--- config.mk ---
export PLATFORM = sky130hd
export DESIGN_NAME = uart_rx_fifo_flat
export DESIGN_NICKNAME = d
export VERILOG_FILES = /design/src/rtl/uart_pkg.sv /design/src/rtl/uart_rx_fifo_if.sv /design/src/rtl/uart_fifo_mem.sv /design/src/rtl/uart_rx_fifo.sv /design/src/flat_wrapper.sv
export SDC_FILE = /design/constraint.sdc
export NUM_CORES = 1
export LEC_CHECK = 0
export BUFFER_PORTS_ARGS = -buffer_cell sky130_fd_sc_hd__buf_2
export CAP_MARGIN = 20
export CELL_PAD_IN_SITES_DETAIL_PLACEMENT = 1
export CELL_PAD_IN_SITES_GLOBAL_PLACEMENT = 1
export CORE_AREA = 2 2 110 112
export CTS_BUF_LIST = sky130_fd_sc_hd__clkbuf_4 sky130_fd_sc_hd__clkbuf_8 sky130_fd_sc_hd__clkbuf_16
export CTS_CLUSTER_DIAMETER = 50
export DETAILED_ROUTE_END_ITERATION = 16
export DIE_AREA = 0 0 112 114
export HOLD_SLACK_MARGIN = 0.12
export PLACE_DENSITY_LB_ADDON = 0.1
export SYNTH_ARGS = -nofsm -noshare
export SYNTH_HDL_FRONTEND = slang
export SYNTH_HIERARCHICAL = 1
export SYNTH_SLANG_ARGS = --single-unit
--- constraint.sdc ---
create_clock -name clk -period 4.6 [get_ports clk]
set_input_delay 0.23 -clock clk [delete_from_list [all_inputs] [get_ports clk]]
set_output_delay 0.23 -clock clk [all_outputs]
set_load 0.005 [all_outputs]
--- src/rtl/uart_pkg.sv ---
`default_nettype none
// ============================================================================
// Module   : uart_pkg
// Brief    : Shared UART byte width and byte type for receiver, transmitter
//            and receive FIFO.
// Revision : 1.0 - initial release
// ============================================================================
package uart_pkg;

  localparam int UART_DATA_W = 8;

  typedef logic [UART_DATA_W-1:0] uart_byte_t;

endpackage
`default_nettype wire

--- src/rtl/uart_rx_fifo_if.sv ---
`default_nettype none
// ============================================================================
// Module   : uart_rx_fifo_if
// Brief    : Byte capture, show-ahead read port and status of the RX FIFO.
// Revision : 1.0 - initial release
// ============================================================================
interface uart_rx_fifo_if #(
  parameter int DEPTH = 16
);
  import uart_pkg::*;

  localparam int LW = $clog2(DEPTH) + 1;

  logic          rx_done;
  uart_byte_t    rx_data;
  logic          m_valid;
  logic          m_ready;
  uart_byte_t    m_data;
  logic [LW-1:0] level;
  logic          empty;
  logic          full;
  logic          almost_full;
  logic          overrun;
  logic          overrun_clr;

  // master: the FIFO itself; slave: receiver/host side driving it
  modport master (
    input  rx_done, rx_data, m_ready, overrun_clr,
    output m_valid, m_data, level, empty, full, almost_full, overrun
  );

  modport slave (
    output rx_done, rx_data, m_ready, overrun_clr,
    input  m_valid, m_data, level, empty, full, almost_full, overrun
  );

endinterface
`default_nettype wire

--- src/rtl/uart_fifo_mem.sv ---
`default_nettype none
// ============================================================================
// Module   : uart_fifo_mem
// Brief    : DEPTH x byte storage, one synchronous write port, async read.
// Revision : 1.0 - initial release
// ============================================================================
module uart_fifo_mem
  import uart_pkg::*;
#(
  parameter int DEPTH = 16
) (
  input  logic                     clk,
  input  logic                     we,
  input  logic [$clog2(DEPTH)-1:0] waddr,
  input  uart_byte_t               wdata,
  input  logic [$clog2(DEPTH)-1:0] raddr,
  output uart_byte_t               rdata
);

  uart_byte_t r_mem [DEPTH];

  always_ff @(posedge clk) begin
    if (we) begin
      r_mem[waddr] <= wdata;
    end
  end

  assign rdata = r_mem[raddr];

endmodule
`default_nettype wire

--- src/rtl/uart_rx_fifo.sv ---
`default_nettype none
// ============================================================================
// Module   : uart_rx_fifo
// Brief    : Show-ahead receive FIFO behind the UART receiver with sticky
//            overrun flag and registered occupancy/status outputs.
// Revision : 1.0 - initial release
// ============================================================================
module uart_rx_fifo
  import uart_pkg::*;
#(
  parameter int DEPTH     = 16,
  parameter int AFULL_LVL = 12
) (
  input  logic           clk,
  input  logic           rstn,
  uart_rx_fifo_if.master bus
);

  localparam int AW = $clog2(DEPTH);
  localparam int PW = AW + 1;
  localparam logic [PW-1:0] C_ONE   = PW'(1);
  localparam logic [PW-1:0] C_AFULL = PW'(AFULL_LVL);

  logic [PW-1:0] r_wr_ptr, r_rd_ptr, r_level;
  logic [PW-1:0] w_wr_nxt, w_rd_nxt, w_level_nxt;
  logic          r_empty, r_full, r_afull, r_overrun;
  logic          w_push, w_pop, w_drop;

  assign w_pop  = ~r_empty & bus.m_ready;
  assign w_push = bus.rx_done & (~r_full | w_pop);
  assign w_drop = bus.rx_done & r_full & ~w_pop;

  always_comb begin
    w_wr_nxt    = r_wr_ptr;
    w_rd_nxt    = r_rd_ptr;
    w_level_nxt = r_level;
    if (w_push) w_wr_nxt = r_wr_ptr + C_ONE;
    if (w_pop)  w_rd_nxt = r_rd_ptr + C_ONE;
    case ({w_push, w_pop})
      2'b10:   w_level_nxt = r_level + C_ONE;
      2'b01:   w_level_nxt = r_level - C_ONE;
      default: w_level_nxt = r_level;
    endcase
  end

  // Flags are derived from next-state pointers so they change on the same edge
  always_ff @(posedge clk or negedge rstn) begin
    if (!rstn) begin
      r_wr_ptr  <= '0;
      r_rd_ptr  <= '0;
      r_level   <= '0;
      r_empty   <= 1'b1;
      r_full    <= 1'b0;
      r_afull   <= 1'b0;
      r_overrun <= 1'b0;
    end else begin
      r_wr_ptr  <= w_wr_nxt;
      r_rd_ptr  <= w_rd_nxt;
      r_level   <= w_level_nxt;
      r_empty   <= (w_wr_nxt == w_rd_nxt);
      r_full    <= (w_wr_nxt[AW-1:0] == w_rd_nxt[AW-1:0]) &&
                   (w_wr_nxt[AW] != w_rd_nxt[AW]);
      r_afull   <= (w_level_nxt >= C_AFULL);
      if (w_drop) begin
        r_overrun <= 1'b1;
      end else if (bus.overrun_clr) begin
        r_overrun <= 1'b0;
      end
    end
  end

  uart_fifo_mem #(
    .DEPTH (DEPTH)
  ) u_mem (
    .clk   (clk),
    .we    (w_push),
    .waddr (r_wr_ptr[AW-1:0]),
    .wdata (bus.rx_data),
    .raddr (r_rd_ptr[AW-1:0]),
    .rdata (bus.m_data)
  );

  assign bus.m_valid     = ~r_empty;
  assign bus.level       = r_level;
  assign bus.empty       = r_empty;
  assign bus.full        = r_full;
  assign bus.almost_full = r_afull;
  assign bus.overrun     = r_overrun;

endmodule
`default_nettype wire
--- src/flat_wrapper.sv ---
// flat-port wrapper written by rule: the top's interface ports become plain ports
module uart_rx_fifo_flat import uart_pkg::*;
#(
  parameter int DEPTH     = 16,
  parameter int AFULL_LVL = 12
)
  (clk, rstn, bus_rx_done, bus_rx_data, bus_m_ready, bus_overrun_clr, bus_m_valid, bus_m_data, bus_level, bus_empty, bus_full, bus_almost_full, bus_overrun);
  uart_rx_fifo_if #(.DEPTH(DEPTH)) bus_i ();
  input  logic clk;
  input  logic rstn;
  input wire logic [$bits(bus_i.rx_done)-1:0] bus_rx_done;
  input wire logic [$bits(bus_i.rx_data)-1:0] bus_rx_data;
  input wire logic [$bits(bus_i.m_ready)-1:0] bus_m_ready;
  input wire logic [$bits(bus_i.overrun_clr)-1:0] bus_overrun_clr;
  output wire logic [$bits(bus_i.m_valid)-1:0] bus_m_valid;
  output wire logic [$bits(bus_i.m_data)-1:0] bus_m_data;
  output wire logic [$bits(bus_i.level)-1:0] bus_level;
  output wire logic [$bits(bus_i.empty)-1:0] bus_empty;
  output wire logic [$bits(bus_i.full)-1:0] bus_full;
  output wire logic [$bits(bus_i.almost_full)-1:0] bus_almost_full;
  output wire logic [$bits(bus_i.overrun)-1:0] bus_overrun;
  assign bus_i.rx_done = bus_rx_done;
  assign bus_i.rx_data = bus_rx_data;
  assign bus_i.m_ready = bus_m_ready;
  assign bus_i.overrun_clr = bus_overrun_clr;
  assign bus_m_valid = bus_i.m_valid;
  assign bus_m_data = bus_i.m_data;
  assign bus_level = bus_i.level;
  assign bus_empty = bus_i.empty;
  assign bus_full = bus_i.full;
  assign bus_almost_full = bus_i.almost_full;
  assign bus_overrun = bus_i.overrun;
  uart_rx_fifo #(.DEPTH(DEPTH), .AFULL_LVL(AFULL_LVL)) u_core (.clk(clk), .rstn(rstn), .bus(bus_i));
endmodule
# Word-level counts from Yosys, hierarchy flattened
# Memories as Yosys holds them, arrays and structs flattened.
# Cells that the tools add are included.
# classes
n_addsub	4
magnitude_cmp	1
n_eq_ne	5
n_mux	7
n_bitwise	8
n_reduce_logical	2
# op_table
operator	n
$add A5 B1 Y5 const B	3
$mux W5	2
$pmux W5 S2	1
$eq A5 B5 Y1	1
$ge A5 B4 Y1 const B	1
$sub A5 B1 Y5 const B	1
$and A1 B1 Y1	4
$eq A4 B4 Y1	1
$mux W1	4
$not A1 Y1	3
$eq A2 B1 Y1 const B	1
$eq A2 B2 Y1 const B	1
$reduce_bool A2 Y1	1
$logic_and A1 B1 Y1	1
$ne A1 B1 Y1	1
$or A1 B1 Y1	1
# word_totals
regBits	19
ramBits	128
in_bits	13
out_inout_bits	18
elab_cells	35
mem_count	1
# mem_list
name	words	word_bits	rd	rd_ports_with_merged_regs	write_ports	line_no	source
u_core.u_mem.r_mem	16	8	1	0	1	uart_fifo_mem.sv:20	uart_byte_t r_mem [DEPTH];

# Longest topological paths before layout
# Gate-level depths: netlist of the first run.
# logic_depth
ltp_word	7
ltp_mapped	13
mapped_depth_nobuf	11

# Cells and area by module
# Netlist of the first run, hierarchy kept.
# modules_own_cells
mod	instances	cells_each	area_per_inst_um2	seq_area_each_um2
uart_fifo_mem	1	221	4987.3	3843.7
uart_rx_fifo	1	98	1106.1	476.7

# Least setup slack after synthesis of the first run
# Ideal clock, no wire load.
# synth_timing
path_kind	reg-to-reg
startpoint	register u_core.r_empty (netlist: u_core/bus.empty)
endpoint	register u_core.r_afull (netlist: u_core/bus.almost_full)
setup_time_ps	118
arrival_ps	2723
t_required_ps	4482
setup_slack_ps	1759
stages_incl_launch_ff	14
path_buffers	2
synth_period_minus_slack_ps	2841
path_cell_list	dfstp_2 nand2b_4 buf_12 inv_6 o21ai_0 ha_1 buf_4 xor2_1 ha_1 a21oi_1 o32a_1 a221oi_2 xor2_1 a21o_1
# synth_between
elab_chain_cells	7
word_cells_on_any_way	8
cone_classes	order compare: 1; eq/ne: 2; mux: 1; bitwise: 4
# synth_rtl
item	line_no	source
from (decl)	uart_rx_fifo.sv:26	logic r_empty, r_full, r_afull, r_overrun;
from (signal assigned)	uart_rx_fifo.sv:60	r_empty <= (w_wr_nxt == w_rd_nxt);
$not A1 Y1 *	uart_rx_fifo.sv:29	assign w_pop = ~r_empty & bus.m_ready;
$and A1 B1 Y1 *	uart_rx_fifo.sv:29	
$or A1 B1 Y1	uart_rx_fifo.sv:30	assign w_push = bus.rx_done & (~r_full | w_pop);
$and A1 B1 Y1	uart_rx_fifo.sv:30	
$eq A2 B1 Y1 / $eq A2 B2 Y1 (equally long branches)	uart_rx_fifo.sv:39	case ({w_push, w_pop})
$pmux W5 S2 *	uart_rx_fifo.sv:39	
via u_core.w_level_nxt[4]	uart_rx_fifo.sv:25	logic [PW-1:0] w_wr_nxt, w_rd_nxt, w_level_nxt;
$ge A5 B4 Y1 *	uart_rx_fifo.sv:63	r_afull <= (w_level_nxt >= C_AFULL);
to (signal assigned)	uart_rx_fifo.sv:63	
to (decl)	uart_rx_fifo.sv:26	
# Mark *: on every way through the listed nets, which the timed path passes. The rest lies on a longest branch.
# A chain may end at the register's enable or synchronous reset.

# Worst setup path after layout of the first run
# Same ends and word-level chain as after synthesis.

==> flow_metrics.py, run 1 <==
metrics = {
    "floorplan": {
        "ios": 31,
        "coreArea_mm2": 0.01171,
        "core.rowCount": 40,
        "floorplan.initialDensity_pct": 52.03,
        "die_w_um": 112,
        "die_area_mm2": 0.01277,
        "fp.dieH_um": 114,
    },
    "worst_setup_path": {
        "crit_required_ns": 4.91,
        "r2r-start": "u_core/bus.empty",
        "rr_worst_depth": 11,
        "arrival_ns": 3.51,
        "crit_fanout": 10,
        "cp-startpoint": "u_core/bus.empty",
        "endpoint_kind": "register",
        "start_kind": "register",
        "worst_path_largest_cell_delay_ns": 0.54,
        "r2r_end": "u_core/bus.almost_full",
        "crit_type": "register to register",
        "r2r_setup_slack_ns": 1.40,
        "crit_chain": "nand2b_4 -> inv_6 -> o21ai_0 -> ha_1 -> xor2_1 -> ha_1 -> a21oi_1 -> o32a_1 -> a221oi_2 -> xor2_1 -> a21o_1",
        "crit_slowest_cell": "dfstp_2",
    },
    "drt": {
        "routedWlPerCell_um": 23.61,
        "vias": 3058,
        "drtPass1Iterations": 4,
        "via_per_inst": 5.869,
        "finalWirelength_mm": 12.30,
        "drc": 0,
        "ant_nets": 0,
        "drt_iter0_drc": 212,
    },
    "grt": {
        "grt_first_pass_wirelength_mm": 19.18,
        "grt_use_total_pct": 21.02,
        "grt_max_degree": 33,
        "antenna_found_initial": 0,
        "grt_pass1_vias": 3372,
        "grt_overflow": 0,
    },
    "worst_hold_path": {
        "hp-start": "bus_rx_data[6]",
        "holdPathStages": 1,
        "hp-class": "input pin to register",
        "min_to": "u_core/u_mem/r_mem[8][6]",
    },
    "clocking": {
        "cts_setup_buffers": 0,
        "clk_path_buf_depth": 2,
        "clkTransAtPathRegs_ns": 0.06,
        "worstSkewPairLatency_ns": 0.42,
        "postCtsResizedCells": 0,
        "hold_buffers": 2,
        "cts_tree": "built",
        "cts-root-buf": "clkbuf_16",
        "htreeDepth": 4,
        "clock-sinks": 147,
        "cts_buffers": 17,
    },
    "final_layout": {
        "final_net_count": 379,
        "area_growth_pct": 15.07,
        "finalNonFillerCells": 521,
        "n_antenna_cell": 0,
        "drive_above_1_share_pct": 26.20,
        "postLayoutCoreUtil_pct": 59.87,
    },
    "pwr": {
        "vdd_ir_drop_max_uv": 362.7,
        "fin_total_pwr_mw": 4.676,
        "p_per_area_mw_per_mm2": 666.9,
        "leakage_nw": 2.457,
    },
    "sta": {
        "fin_crit_sh_pct": 69.62,
        "fmax_ghz": 0.3122,
        "max_slew_margin_pct": 37.41,
        "hold_viol": 0,
        "rsz0062_at_grt": "false",
        "drv_slew": 0,
        "finClkSkew_ns": 0.01047,
        "setup_viol": 0,
        "tns_ns": 0,
        "period_needed_ns": 3.203,
        "tightestPinTransition_ns": 0.9354,
    },
    "synth": {
        "ys_warn_count": 6,
        "synth-seq-area-share_pct": 70.90,
        "synth.avg_cell_area_um2": 19.10,
        "netlist_area_mm2": 0.006093,
        "synth_top_area_share_pct": 63.08,
        "synth_seq_cells": 147,
        "syn_nets": 337,
        "synthArstFlopShare_pct": 12.93,
        "synth_top_area_cell": "edfxtp_1",
        "synth-edff-count": 128,
        "syn-instance-count": 319,
        "synth.area.top_cells": "edfxtp_1, dfrtp_1, mux4_2",
        "ys.flop_type": "edfxtp_1",
        "ys_types": 48,
    },
    "flow_run": {
        "cap_violations": 0,
    },
    "place": {
        "gp_congestion": 0.8211,
        "place_inst": 487,
        "hpwl_mm": 7.859,
        "portBuffers": 30,
    },
    "status": {
        "outcome": "complete, no violations",
    },
}
-- cells by family (layout without fill, tap and decap cells) --
| family | Yosys count | count (layout) | share of synthesized area [%] |
|---|---|---|---|
| DFF | 147 | 147 | 70.90 |
| and+or+nand+nor | 55 | 55 | 5.092 |
| AOI/OAI and AO/OA | 36 | 36 | 4.353 |
| muxes | 35 | 35 | 13.29 |
| buffers and inverters | 22 | 77 | 2.608 |
| xor gates and xnor gates | 19 | 19 | 2.731 |
| adders and majority gates | 5 | 5 | 1.027 |
-- cells in the final DEF, fill, tap and decap left out, drive strengths merged, types with 3 or more instances in the layout --
cell,count
xor2,10
a21oi,6
nand2,11
edfxtp,128
xnor2,9
nand4,4
a22oi,17
clkinv,7
mux4,32
o21ai,3
nor2,15
clkbuf,18
ha,5
inv,8
bufinv,5
nor3,4
dfrtp,18
nand3b,3
buf,35
nand2b,5
-- state kept, by name, indices dropped and copies added, names as in the netlist --
name	cells
u_core/bus.full	1
u_core/bus.empty	1
u_core/bus.overrun	1
u_core/bus.level	5
u_core/bus.almost_full	1
u_core/r_rd_ptr	5
u_core/r_wr_ptr	5
u_core/u_mem/r_mem	128
-- routing by layer --
metal	routed length, um	track usage (%)
met5	0	0
met4	223	8.699
met3	406	4.729
met2	6510	35.96
met1	5159	26.30
-- how the worst max path moves through the flow --
stage,to,cells past startpoint
3_3_place_gp,u_core/bus.almost_full,11
5_1_grt,u_core/bus.almost_full,11
2_1_floorplan,u_core/bus.almost_full,13
3_5_place_dp,u_core/bus.almost_full,11
6_report,u_core/bus.almost_full,11
4_1_cts,u_core/bus.almost_full,11
-- Yosys cell counts, drive strengths merged (2+ instances only) --
cell and instances:
mux2 2, xnor2 9, edfxtp 128, nor4 2, nor2 15, nand4 4, nand2b 5, ha 5
xor2 10, a211oi 2, nor2b 2, buf 11, dfrtp 18, nor3 4, a22oi 17, nor4b 2
clkdlybuf4s25 3, nand3b 3, nand2 11, o21ai 3, mux4 32, nand3 2, inv 8, a21oi 6
-- metrics by stage --
step	setup WS [ns]	hold WS, ns	instance area (um^2)
6_report	1.397	0.1856	7012
5_1_grt	1.164	0.1965	7012
4_1_cts	1.392	0.1720	7012
3_5_place_dp	1.398	0.2060	6347
3_3_place_gp	1.596	0.1983	6347
2_1_floorplan	1.759	-0.06559	6093
-- worst max-delay path: cells and delay by family, from the launching register on --
| family | cells | cell delay, ns |
|---|---|---|
| simple gates | 1 | 0.21 |
| fa+ha+maj | 2 | 0.70 |
| compound gates | 5 | 1.28 |
| buf+inv | 1 | 0.06 |
| xor+xnor | 2 | 0.31 |
| flops | 1 | 0.54 |
-- cell type report --
type                       instances  area (um^2)
clock buffer                      18        432.9
clock inverter                    14        211.5
fill                            1044         4700
inverter                           8        35.03
multi-input combinational        150         1619
sequential                       147         4322
tap                              147        183.9
timing repair buffer              37        207.7
-- report_power, final --
| group | internal, mW | switching, mW |
|---|---|---|
| combinational | 0.626 | 0.692 |
| clock | 0.964 | 0.514 |
| sequential | 1.66 | 0.217 |
| total | 3.25 | 1.42 |
No activity file was read; power rests on OpenSTA's default activity.
==> run 2, diff against run 1 <==
--- a/config.mk
+++ b/config.mk
@@ -9,11 +9,11 @@
 export CAP_MARGIN = 20
 export CELL_PAD_IN_SITES_DETAIL_PLACEMENT = 1
 export CELL_PAD_IN_SITES_GLOBAL_PLACEMENT = 1
-export CORE_AREA = 2 2 110 112
+export CORE_AREA = 2 2 116 118
 export CTS_BUF_LIST = sky130_fd_sc_hd__clkbuf_4 sky130_fd_sc_hd__clkbuf_8 sky130_fd_sc_hd__clkbuf_16
 export CTS_CLUSTER_DIAMETER = 50
 export DETAILED_ROUTE_END_ITERATION = 16
-export DIE_AREA = 0 0 112 114
+export DIE_AREA = 0 0 118 120
 export HOLD_SLACK_MARGIN = 0.12
 export PLACE_DENSITY_LB_ADDON = 0.1
 export SYNTH_ARGS = -nofsm -noshare
==> constraint.sdc (replaced) <==
create_clock -name clk -period 2.92 [get_ports clk]
set_input_delay 0.146 -clock clk [delete_from_list [all_inputs] [get_ports clk]]
set_output_delay 0.146 -clock clk [all_outputs]
set_load 0.005 [all_outputs]
==> run 2 against run 1 <==
Effect of this change:
- utilization shrank 4.8 points
- final area grew 2.0%
- setup slack lost 1.2 ns
- hold slack gained 0.0080 ns
- via count grew 1.2%
- sequential share of layout area shrank 1.2 points
- sequential cell count is the same
- clock-buffer cell count is the same
- cell count grew 9.2%
- global-route usage shrank 2.2 points
- largest cell class unchanged
==> flow_metrics.py, run 2 (same netlist as run 1, synthesis figures left out) <==
metrics = {
    "pwr": {
        "p_sw_share_pct": 31.38,
        "p_clk_share_pct": 29.2,
        "power_frac_seq_pct": 40.1,
        "p_per_area_mw_per_mm2": 1000,
        "leakage_nw": 2.514,
        "comb_power_share_pct": 30.7,
        "vdd_ir_drop_max_uv": 510.8,
        "p_int_mw": 4.908,
        "fin_total_pwr_mw": 7.152,
        "switching_power_mw": 2.244,
    },
    "clocking": {
        "cts-root-buf": "clkbuf_16",
        "worstSkewPairLatency_ns": 0.42,
        "clock-sinks": 147,
        "cts_buffers": 17,
        "cts_setup_buffers": 0,
        "clk_path_buf_depth": 2,
        "cts_tree": "built",
        "clkTransAtPathRegs_ns": 0.06,
        "htreeDepth": 4,
    },
    "sta": {
        "drv_slew": 0,
        "hold_viol": 0,
        "fmax_ghz": 0.3735,
        "setup_viol": 0,
        "whs_ns": 0.1935,
        "rsz0062_at_grt": "false",
        "tns_ns": 0,
        "tightestPinTransition_ns": 0.9199,
        "max_slew_margin_pct": 38.44,
        "fin_crit_sh_pct": 91.68,
        "period_needed_ns": 2.677,
        "finClkSkew_ns": 0.01082,
    },
    "final_layout": {
        "final_common_cell": "edfxtp_1",
        "fillers": 1205,
        "largest_register_ffs": 128,
        "drive_above_1_share_pct": 26.72,
        "area_growth_pct": 17.33,
        "n_antenna_cell": 0,
        "final_cell_mix": "edfxtp_1, buf_2, mux4_2",
        "register_area_mm2": 0.004322,
        "design_area_mm2": 0.007149,
        "regMostFlops": "u_core/u_mem/r_mem",
        "final_net_count": 398,
        "multi_input_area_mm2": 0.001614,
    },
    "floorplan": {
        "core.rowCount": 42,
        "fp.dieH_um": 120,
        "floorplan.initialDensity_pct": 46.94,
        "ios": 31,
        "coreArea_mm2": 0.01298,
        "die_w_um": 118,
        "die_area_mm2": 0.01416,
    },
    "worst_setup_path": {
        "crit_fanout": 9,
        "endpoint_kind": "register",
        "worst_path_largest_cell_delay_ns": 0.53,
        "cp_top_family": "compound AO/OA/AOI/OAI gates",
        "crit_buf_inv": 1,
        "start_kind": "register",
        "crit_required_ns": 3.23,
        "crit_chain": "nand2b_4 -> inv_6 -> o21ai_0 -> ha_1 -> xor2_1 -> ha_1 -> a21oi_1 -> o32a_1 -> a221oi_2 -> xor2_1 -> a21o_1",
        "arrival_ns": 2.99,
        "crit_slowest_cell": "dfstp_2",
        "crit_type": "register to register",
    },
    "place": {
        "gp_congestion": 0.7533,
        "portBuffers": 30,
        "hpwl_mm": 7.711,
        "place_area_mm2": 0.006459,
    },
    "grt": {
        "antenna_found_initial": 0,
        "grt_first_pass_wirelength_mm": 19.18,
        "grt_pass1_vias": 3306,
        "grt_use_total_pct": 18.82,
        "grt_overflow": 0,
        "grt_max_degree": 33,
    },
    "flow_run": {
        "cap_violations": 0,
    },
    "worst_hold_path": {
        "hp-class": "input pin to async pin",
    },
    "drt": {
        "drc": 0,
        "vias": 3095,
        "drt_iter0_drc": 233,
        "ant_nets": 0,
        "via_per_inst": 5.439,
        "drtPass1Iterations": 4,
        "finalWirelength_mm": 12.21,
        "routedWlPerCell_um": 21.45,
    },
    "status": {
        "outcome": "complete, no violations",
    },
}
-- run 2: changes by cell type in the layout (fill, tap and decap cells not counted) --
cell / delta
buf_12: +1
bufinv_16: -3
nor3_1: +1
clkinv_1: +1
buf_4: +8
clkinvlp_4: +1
inv_6: +1
nor3_2: -1
dlygate4sd3_1: +10
clkinv_4: -1
clkinv_2: +1
-- run 2: timing repair --
| action | 4_1_cts | 5_1_grt |
|---|---|---|
| endpoints found under the hold margin | 138 | 0 |
| resized for setup | 0 | 0 |
| hold buffers | 12 | 0 |
-- run 2: path summary, 6_finish.rpt --
path / start / to / slack (ns) / cells after the start
setup reg to reg: u_core/bus.empty / u_core/bus.almost_full / 0.24 / 11
min in group clk: bus_overrun_clr / u_core/bus.overrun / 0.47 / 3
hold reg to reg: u_core/bus.level[4] / u_core/bus.level[4] / 0.50 / 1
setup / recovery: u_core/bus.empty / u_core/bus.almost_full / 0.24 / 11
max in group asynchronous: rstn / u_core/bus.empty / 2.40 / 2
hold / removal: rstn / u_core/r_wr_ptr[4] / 0.19 / 2
-- run 2: layout make-up --
type	count	area share, %
sequential	147	60.45
multi-input combinational	150	22.58
clock buffer	18	6.055
timing repair buffer	56	5.425
tap	176	3.080
clock inverter	14	1.925
inverter	8	0.4900
-- run 2: power groups by stage --
stage	clock network, mW	logic [mW]	registers [mW]
floorplan	0	1.62	2.83
global placement	0	2.21	2.89
detailed placement	0	2.23	2.91
CTS	2.13	2.25	2.87
global route	2.21	2.43	2.91
finish	2.09	2.20	2.87
-- run 2: worst reg2reg max path, cell delays in order (launching register included) --
cell	delay (ns)
dfstp_2	0.53
nand2b_4	0.20
inv_6	0.06
o21ai_0	0.23
ha_1	0.23
xor2_1	0.16
ha_1	0.23
a21oi_1	0.09
o32a_1	0.30
a221oi_2	0.26
xor2_1	0.12
a21o_1	0.16
-- run 2: routing by layer --
metal	vias to the layer above	routed length (um)	track usage [%]
met4	0	140	6.777
met3	7	541	4.468
met1	1602	5122	24.03
li1	1417	-	-
met2	69	6401	31.69
met5	-	0	0
-- run 2: stage by stage --
stage	std cells	util, %	setup slack (ns)
after CTS	569	55.08	0.2113
final	569	55.08	0.2428
after global routing	569	55.08	0.02293
after global placement	525	49.76	0.3089
after floorplan	319	-	0.07930
after detailed placement	525	49.76	0.2199
==> run 3, diff against run 2 <==
--- a/config.mk
+++ b/config.mk
@@ -8,14 +8,16 @@
 export BUFFER_PORTS_ARGS = -buffer_cell sky130_fd_sc_hd__buf_2
 export CAP_MARGIN = 20
 export CELL_PAD_IN_SITES_DETAIL_PLACEMENT = 1
-export CELL_PAD_IN_SITES_GLOBAL_PLACEMENT = 1
-export CORE_AREA = 2 2 116 118
+export CELL_PAD_IN_SITES_GLOBAL_PLACEMENT = 2
+export CORE_AREA = 2 2 124 126
 export CTS_BUF_LIST = sky130_fd_sc_hd__clkbuf_4 sky130_fd_sc_hd__clkbuf_8 sky130_fd_sc_hd__clkbuf_16
 export CTS_CLUSTER_DIAMETER = 50
 export DETAILED_ROUTE_END_ITERATION = 16
-export DIE_AREA = 0 0 118 120
+export DIE_AREA = 0 0 126 128
 export HOLD_SLACK_MARGIN = 0.12
 export PLACE_DENSITY_LB_ADDON = 0.1
+export RECOVER_POWER = 100
+export SKIP_LAST_GASP = 1
 export SYNTH_ARGS = -nofsm -noshare
 export SYNTH_HDL_FRONTEND = slang
 export SYNTH_HIERARCHICAL = 1
==> run 3 against run 2 <==
Effect of this change:
- clock skew fell by 0.0028 ns
- maximum frequency fell by 0.82%
- combinational power fell by 2%
- register-to-register slack got worse by 0.02 ns
- cell count rose by 2.5%
- wire length rose by 4.4%
- largest cell class unchanged
- setup slack got worse by 0.022 ns
- sequential cell count did not move
==> flow_metrics.py, run 3 (same netlist as run 1, synthesis figures left out) <==
metrics = {
    "final_layout": {
        "finalNonFillerCells": 583,
        "largest_register_ffs": 128,
        "drive_above_1_share_pct": 19.24,
        "final_cell_mix": "edfxtp_1, clkbuf_1, mux4_2",
        "multi_input_area_mm2": 0.001599,
        "fillers": 1413,
        "regMostFlops": "u_core/u_mem/r_mem",
        "area_growth_pct": 17.13,
        "register_area_mm2": 0.004322,
        "final_net_count": 400,
        "final_common_cell": "edfxtp_1",
        "n_antenna_cell": 0,
    },
    "worst_hold_path": {
        "hp-start": "bus_rx_data[2]",
        "hp-class": "input pin to register",
        "holdPathStages": 1,
        "min_to": "u_core/u_mem/r_mem[12][2]",
    },
    "drt": {
        "drc": 0,
        "ant_nets": 0,
        "vias": 3148,
        "finalWirelength_mm": 12.74,
        "via_per_inst": 5.400,
        "drtPass1Iterations": 4,
        "routedWlPerCell_um": 21.85,
        "drt_iter0_drc": 172,
    },
    "grt": {
        "grt_pass1_vias": 3427,
        "grt_max_degree": 35,
        "grt_first_pass_wirelength_mm": 20.07,
        "antenna_found_initial": 0,
        "grt_use_total_pct": 17.25,
        "grt_overflow": 0,
    },
    "place": {
        "hpwl_mm": 7.868,
        "place_inst": 539,
        "portBuffers": 30,
        "gp_congestion": 0.7239,
        "dpl_worst_slack_ns": 0.1749,
    },
    "worst_setup_path": {
        "endpoint_kind": "register",
        "crit_type": "register to register",
        "r2r-start": "u_core/bus.empty",
        "rr_worst_depth": 11,
        "start_kind": "register",
        "crit_fanout": 9,
        "r2r_setup_slack_ns": 0.22,
        "arrival_ns": 3.01,
        "crit_required_ns": 3.23,
        "r2r_end": "u_core/bus.almost_full",
    },
    "clocking": {
        "clkTransAtPathRegs_ns": 0.06,
        "worstSkewPairLatency_ns": 0.42,
        "cts_setup_buffers": 0,
        "htreeDepth": 4,
        "clk_path_buf_depth": 2,
        "hold_buffers": 12,
        "cts-root-buf": "clkbuf_16",
        "postCtsResizedCells": 0,
        "cts_tree": "built",
        "clock-sinks": 147,
        "cts_buffers": 17,
    },
    "status": {
        "outcome": "complete, no violations",
    },
    "sta": {
        "finClkSkew_ns": 0.008009,
        "drv_slew": 0,
        "fin_crit_sh_pct": 92.44,
        "layout_setup_ws_ns": 0.2208,
        "tightestPinTransition_ns": 1.092,
        "period_needed_ns": 2.699,
        "rsz0062_at_grt": "false",
        "max_slew_margin_pct": 27.21,
        "hold_viol": 0,
        "setup_viol": 0,
        "fmax_ghz": 0.3705,
        "tns_ns": 0,
    },
    "pwr": {
        "vdd_ir_drop_max_uv": 406.2,
        "leakage_nw": 2.438,
        "p_per_area_mw_per_mm2": 1012,
    },
    "floorplan": {
        "die_area_mm2": 0.01613,
        "ios": 31,
        "core.rowCount": 45,
        "coreArea_mm2": 0.01486,
        "die_w_um": 126,
        "fp.dieH_um": 128,
        "floorplan.initialDensity_pct": 40.99,
    },
    "flow_run": {
        "cap_violations": 0,
    },
}
run 3: worst max path at each step:
stage                                   endpoint  slack, ns             start  cells after the start
after floorplan           u_core/bus.almost_full       0.08  u_core/bus.empty                     13
after global placement    u_core/bus.almost_full       0.29  u_core/bus.empty                     11
after detailed placement  u_core/bus.almost_full       0.17  u_core/bus.empty                     11
after CTS                 u_core/bus.almost_full       0.17  u_core/bus.empty                     11
after global routing      u_core/bus.almost_full       0.02  u_core/bus.empty                     11
final                     u_core/bus.almost_full       0.22  u_core/bus.empty                     11
run 3: layout make-up:
cell class / count / share of cell area [%]
inverters: 8 / 0.4909
well taps: 188 / 3.296
multi-input cells: 150 / 22.41
repair buffers: 58 / 4.909
clock buffers: 18 / 6.066
flip-flops and latches: 147 / 60.55
clock inverters: 14 / 2.279
run 3: routing by layer:
layer | track usage, % | up-vias | share of wire, % | wire length [um]
li1 | - | 1417 | - | -
met1 | 20.55 | 1651 | 43 | 5531
met2 | 30.33 | 59 | 52 | 6617
met5 | 0 | - | 0 | 0
met4 | 6.270 | 0 | 1.8 | 227
met3 | 4.508 | 21 | 2.8 | 362
run 3: power breakdown:
| part | switching, mW | leakage [nW] | total [mW] | internal (mW) |
|---|---|---|---|---|
| Sequential | 0.279 | 1.38 | 2.90 | 2.62 |
| Clock | 0.832 | 0.287 | 2.18 | 1.35 |
| Combinational | 1.14 | 0.768 | 2.15 | 1.00 |
run 3: worst max-delay path, stage by stage, from the launching register on:
cell      delay (ns)
dfstp_2         0.54
nand2b_4        0.20
inv_6           0.06
o21ai_0         0.22
ha_1            0.22
xor2_1          0.17
ha_1            0.23
a21oi_1         0.09
o32a_1          0.30
a221oi_2        0.27
xor2_1          0.12
a21o_1          0.17
run 3: per-stage QoR:
step           total power [mW]  utilization, %  instance area (um^2)  hold WS (ns)
5_1_grt                   7.641           48.01                  7137        0.3585
6_report                  7.223           48.01                  7137        0.3252
3_3_place_gp              5.181           43.74                  6501        0.1181
4_1_cts                   7.428           48.55                  7217        0.1245
3_5_place_dp              5.213           43.74                  6501        0.1296
2_1_floorplan             4.449               -                  6093       -0.1496
